--- src/rtl/triangle_checker_sat_counter.sv ---
// Up-counter with synchronous clear (priority) and saturation at all-ones.
module sat_counter #(
  parameter int unsigned W = 8
) (
  input  logic         clk,
  input  logic         rst,
  input  logic         en_i,
  input  logic         clr_i,
  output logic [W-1:0] cnt_o
);
  logic [W-1:0] cnt_q, cnt_d;

  always_comb begin
    cnt_d = cnt_q;
    if (clr_i)
      cnt_d = '0;
    else if (en_i && (cnt_q != '1))
      cnt_d = cnt_q + W'(1);
  end

  always_ff @(posedge clk or posedge rst) begin
    if (rst) cnt_q <= '0;
    else     cnt_q <= cnt_d;
  end

  assign cnt_o = cnt_q;
endmodule

--- config.mk ---
export PLATFORM = sky130hd
export DESIGN_NAME = sat_counter
export DESIGN_NICKNAME = d
export VERILOG_FILES = /design/src/rtl/triangle_checker_sat_counter.sv
export SDC_FILE = /design/constraint.sdc
export NUM_CORES = 1
export LEC_CHECK = 0
export ABC_CLOCK_PERIOD_IN_PS = 1400
export BUFFER_PORTS_ARGS = -buffer_cell sky130_fd_sc_hd__buf_2
export CAP_MARGIN = 0
export CORE_AREA = 2 2 47 49
export CTS_CLUSTER_SIZE = 25
export DETAILED_ROUTE_END_ITERATION = 12
export DIE_AREA = 0 0 49 51
export GPL_ROUTABILITY_DRIVEN = 0
export SYNTH_ARGS = -nofsm -noshare
export SYNTH_HDL_FRONTEND = slang
export SYNTH_SLANG_ARGS = --single-unit
--- constraint.sdc ---
create_clock -name clk -period 1.4 [get_ports clk]
set_input_delay 0.28 -clock clk [delete_from_list [all_inputs] [get_ports clk]]
set_output_delay 0.28 -clock clk [all_outputs]
set_load 0.1 [all_outputs]
=== Yosys cells after proc, flatten, opt, wreduce, memory -nomap -nowiden ===
Index checks and enable logic that the tools add are counted.

* Register bits: 8
* Latch bits: 0
* RAM bits: 0
* Memory bits (read-only): 0
* Input bits: 4
* Output and inout port bits: 8
* Word-level logic and storage cells: 7
* Memories kept: 0

* Add/subtract/negate cells: 1
* Multiply operators: 0
* Div/mod/pow operators: 0
* Magnitude comparators: 0
* Equal/unequal tests: 1
* Shifts and indexed selects: 0
* Multiplexer cells: 2
* Bitwise gates (word level): 0
* Reduce and logical (&&, ||, !) cells: 2

{| class="wikitable"
|+ Operator list
! operator !! number
|-
| 8-bit 2-to-1 mux || 2
|-
| 8-bit by 1-bit adder with 8-bit output (second input constant) || 1
|-
| 8-bit inequality test (second input constant) || 1
|-
| 2-bit nonzero test || 1
|-
| 1-bit logical AND || 1
|}

=== Longest topological paths before layout ===
* Depth in word-level cells: 4
* Depth in mapped cells: 4

=== Worst setup path before layout ===
OpenSTA, ideal clock, no wires.

* Kind: reg2reg
* Start point: register cnt_q[0], in the netlist cnt_o[0]
* End point: register cnt_q[5], in the netlist cnt_o[5]
* Library setup time: 0.125 ns
* Arrival time: 1.966 ns
* Path slack: -0.691 ns
* Cell stages (with the launch flop): 5
* Buffers on the path: 0
* Period minus slack after synthesis: 2.091 ns
* Cells stage by stage: dfrtp_1 -> ha_1 -> and3_1 -> a211oi_2 -> mux2_4

* Word-level cells in the longest chain between the ends: 3
* Elaborated cells between the ends (all ways): 6
* Those cells by class: add/sub (1); eq/ne (1); mux (2); reduce/logical (2)

{| class="wikitable"
|+ RTL lines
! element !! RTL line !! RTL
|-
| start, declared || 11 || <nowiki>logic [W-1:0] cnt_q, cnt_d;</nowiki>
|-
| start signal, assigned || 23 || <nowiki>else cnt_q <= cnt_d;</nowiki>
|-
| 8-bit by 1-bit adder with 8-bit output / 8-bit inequality test (equally long branches) || 18, 17 ||
|-
| 8-bit 2-to-1 mux / 1-bit logical AND (equally long branches) || 17 || <nowiki>else if (en_i && (cnt_q != '1))</nowiki>
|-
| 8-bit 2-to-1 mux / 2-bit nonzero test (equally long branches) || - ||
|}

Parallel ways exist; a longest one is shown, timed or not. The select of a mux whose other input is x is not followed.
A chain may end at the register's enable or synchronous reset.

=== Final worst setup path ===
Ends and elaborated chain as after synthesis.

==> flow_summary.yaml <==
global_route:
  grt_overflow: 0
  grt_pass1_vias: 433
  grt_antenna_before_repair: 0
  grt_first_pass_wirelength_mm: 1.94
  track_usage: 0.110
  grt_max_degree: 11
sta:
  fin_tns_setup_ns: -0.106
  rsz0062_at_grt: "yes"
  fin_crit_sh: 1.03
  finalHoldViolCount: 0
  period_needed_ns: 1.45
  max_freq_mhz: 690
  setup_viol: 3
  whs_ns: 0.329
  worst_pin_slew_ns: 0.313
  fin_ws_ns: -0.0483
  slew_viol_final: 0
  skew_ns: 0.00449
  slew-limit-headroom: 0.791
logic_synthesis:
  synth_top_area_share: 0.397
  synth_top_flop_cell: "dfrtp_1"
  synth_edf_count: 0
  ys_types: 25
  synthCells: 49
  seq_area_frac_synth: 0.397
  async_flop_share: 1.00
  syn_area_sq_um: 504
  synthTopCellsByArea: "dfrtp_1 (40%), mux2_4 (12%), nor2b_1 (5.0%)"
  synthTopCellsByCount: "dfrtp_1 (8), mux2_4 (4), nand2_1 (4), nor2_1 (4), nor2b_1 (4)"
  yosys_warnings: 0
  yosysMostFrequentCell: "dfrtp_1"
  synth_fp_nets: 54
  synth_area_leader_cell: "dfrtp_1"
  avgSynthCellArea_sq_um: 10.3
  ys_ff_latch: 8
min_path:
  hold_class: "in2reg"
  min_from: "clr_i"
clock_network:
  cts_root_buf: "clkbuf_4"
  cts_tree: "done"
  cts.htree.levels: 1
  path_clk_slew_ns: 0.06
  numCtsBuffers: 3
  cts_sinks: 8
  clock_path_buffers: 2
  insertion_delay_ns: 0.26
worst_setup_path:
  r2r_start: "cnt_o[0]$_DFFE_PP0P_"
  end_kind: "register"
  r2r_setup_slack_ns: -0.05
  crit_buf_inv: 0
  crit_start: "cnt_o[0]$_DFFE_PP0P_"
  crit_slowest_cell: "dfrtp_4"
  crit_arrival_ns: 1.60
  path_cells: "ha_4, and3_4, a211oi_2, mux2_4"
  required_ns: 1.55
  crit_fanout: 3
  crit_family: "flip-flops"
  critPathMaxStageDelay_ns: 0.48
  startpoint_type: "register"
  path_class: "reg2reg"
power:
  switching_share: 0.299
  p_int_w: 0.000389
  max-vdd-ir-drop_v: 0.000300
  comb_power_share: 0.225
  p_seq_frac: 0.443
  static-leakage-power_nw: 0.374
  power_density_nw_per_um2: 641
  p_clk_frac: 0.332
  switching_power_w: 0.000166
layout:
  layout.cells.non_filler: 102
  nets: 81
  n_antenna_cell: 0
  final_layout_size_suffix_gt1_frac: 0.608
  largest_reg_flops: 8
  num-fill-cells: 202
  syn_to_final_growth_pct: 72.0
routing:
  drt_iter0_drc: 3
  drt_wl_total_mm: 1.22
  routed_via_density: 4.46
  wl_per_cell_um: 12.0
  drc: 0
  ant_nets: 0
  drt-pass1-iter-count: 2
  vias: 455
floorplan:
  core_sq_um: 2060
  die_h_um: 51
  initial_utilization: 0.244
  fp-row-count: 17
  dieWidth_um: 49
  io-pin-count: 12
  dieArea_sq_um: 2500
placement:
  post-place-cells: 96
  dp_slack_ns: -0.0905
  hpwlAfterDp_um: 925
  portBuffers: 11
flow_run:
  maxCapViolations: 0
outcome:
  outcome: "complete, but fails checks"
  violations: "negative setup slack"
## path summary, 6_finish.rpt
| path | endpoint | cells past startpoint |
|---|---|---|
| min in group asynchronous | cnt_o[4]$_DFFE_PP0P_ | 3 |
| worst min-delay path | cnt_o[2]$_DFFE_PP0P_ | 2 |
| worst min register to register | cnt_o[2]$_DFFE_PP0P_ | 2 |
| worst max register to register | cnt_o[5]$_DFFE_PP0P_ | 4 |
| worst max-delay path | cnt_o[5]$_DFFE_PP0P_ | 4 |
| max in group asynchronous | cnt_o[1]$_DFFE_PP0P_ | 3 |
## cells in the final DEF (no fill, tap or decap), types with 3 or more instances in the layout
cell type  instances
buf_12             8
buf_2              3
buf_4             12
clkbuf_4           3
dfrtp_4            6
mux2_4             4
nand2_1            4
nor2_1             4
nor2b_1            4
## metrics by stage
stage / area, sq um / utilization / power (W)
2_1_floorplan: 547 / - / 0.000324
3_3_place_gp: 817 / 0.396 / 0.000372
3_5_place_dp: 817 / 0.396 / 0.000373
4_1_cts: 857 / 0.415 / 0.000567
5_1_grt: 867 / 0.420 / 0.000585
6_report: 867 / 0.420 / 0.000555
## per-layer routing
layer | wire [um] | vias to the layer above | global-route usage
met2 | 620 | 12 | 0.180
met3 | 73 | 2 | 0.0585
met5 | 0 | - | 0
met1 | 513 | 215 | 0.115
li1 | - | 226 | -
met4 | 16 | 0 | 0.0571
## worst reg2reg max path: stages (launching register included)
cell      delay, ns
dfrtp_4        0.48
ha_4           0.16
and3_4         0.16
a211oi_2       0.21
mux2_4         0.32
## kinds of logic after synthesis
kind of cell	share of synthesized area
adders and majority gates	0.0248
AOI/OAI and AO/OA	0.156
and+or+nand+nor	0.238
buffers and inverters	0.0447
muxes	0.139
DFF	0.397
## area by class of cell
cell class	instances	area, sq um	area share
flip-flops and latches	8	225	0.260
repair buffers	24	275	0.317
clock buffers	3	22.5	0.0260
inverters	2	7.51	0.00866
multi-input cells	37	302	0.348
well taps	28	35.0	0.0404
## what timing repair did
item                       CTS  global route
hold buffers                 1             0
hold endpoints to repair     8             0
setup endpoints to repair    4             5
gates resized for setup      0             2
setup buffers                1             1
pin swaps                    3             2
## power by group through the flow
stage	registers, W	clock network (W)	logic [W]
final	0.000246	0.000185	0.000125
after global routing	0.000247	0.000204	0.000134
after CTS	0.000246	0.000195	0.000126
after detailed placement	0.000251	0	0.000123
after global placement	0.000251	0	0.000122
after floorplan	0.000295	0	0.0000290
(Power assumes the default switching activity.)
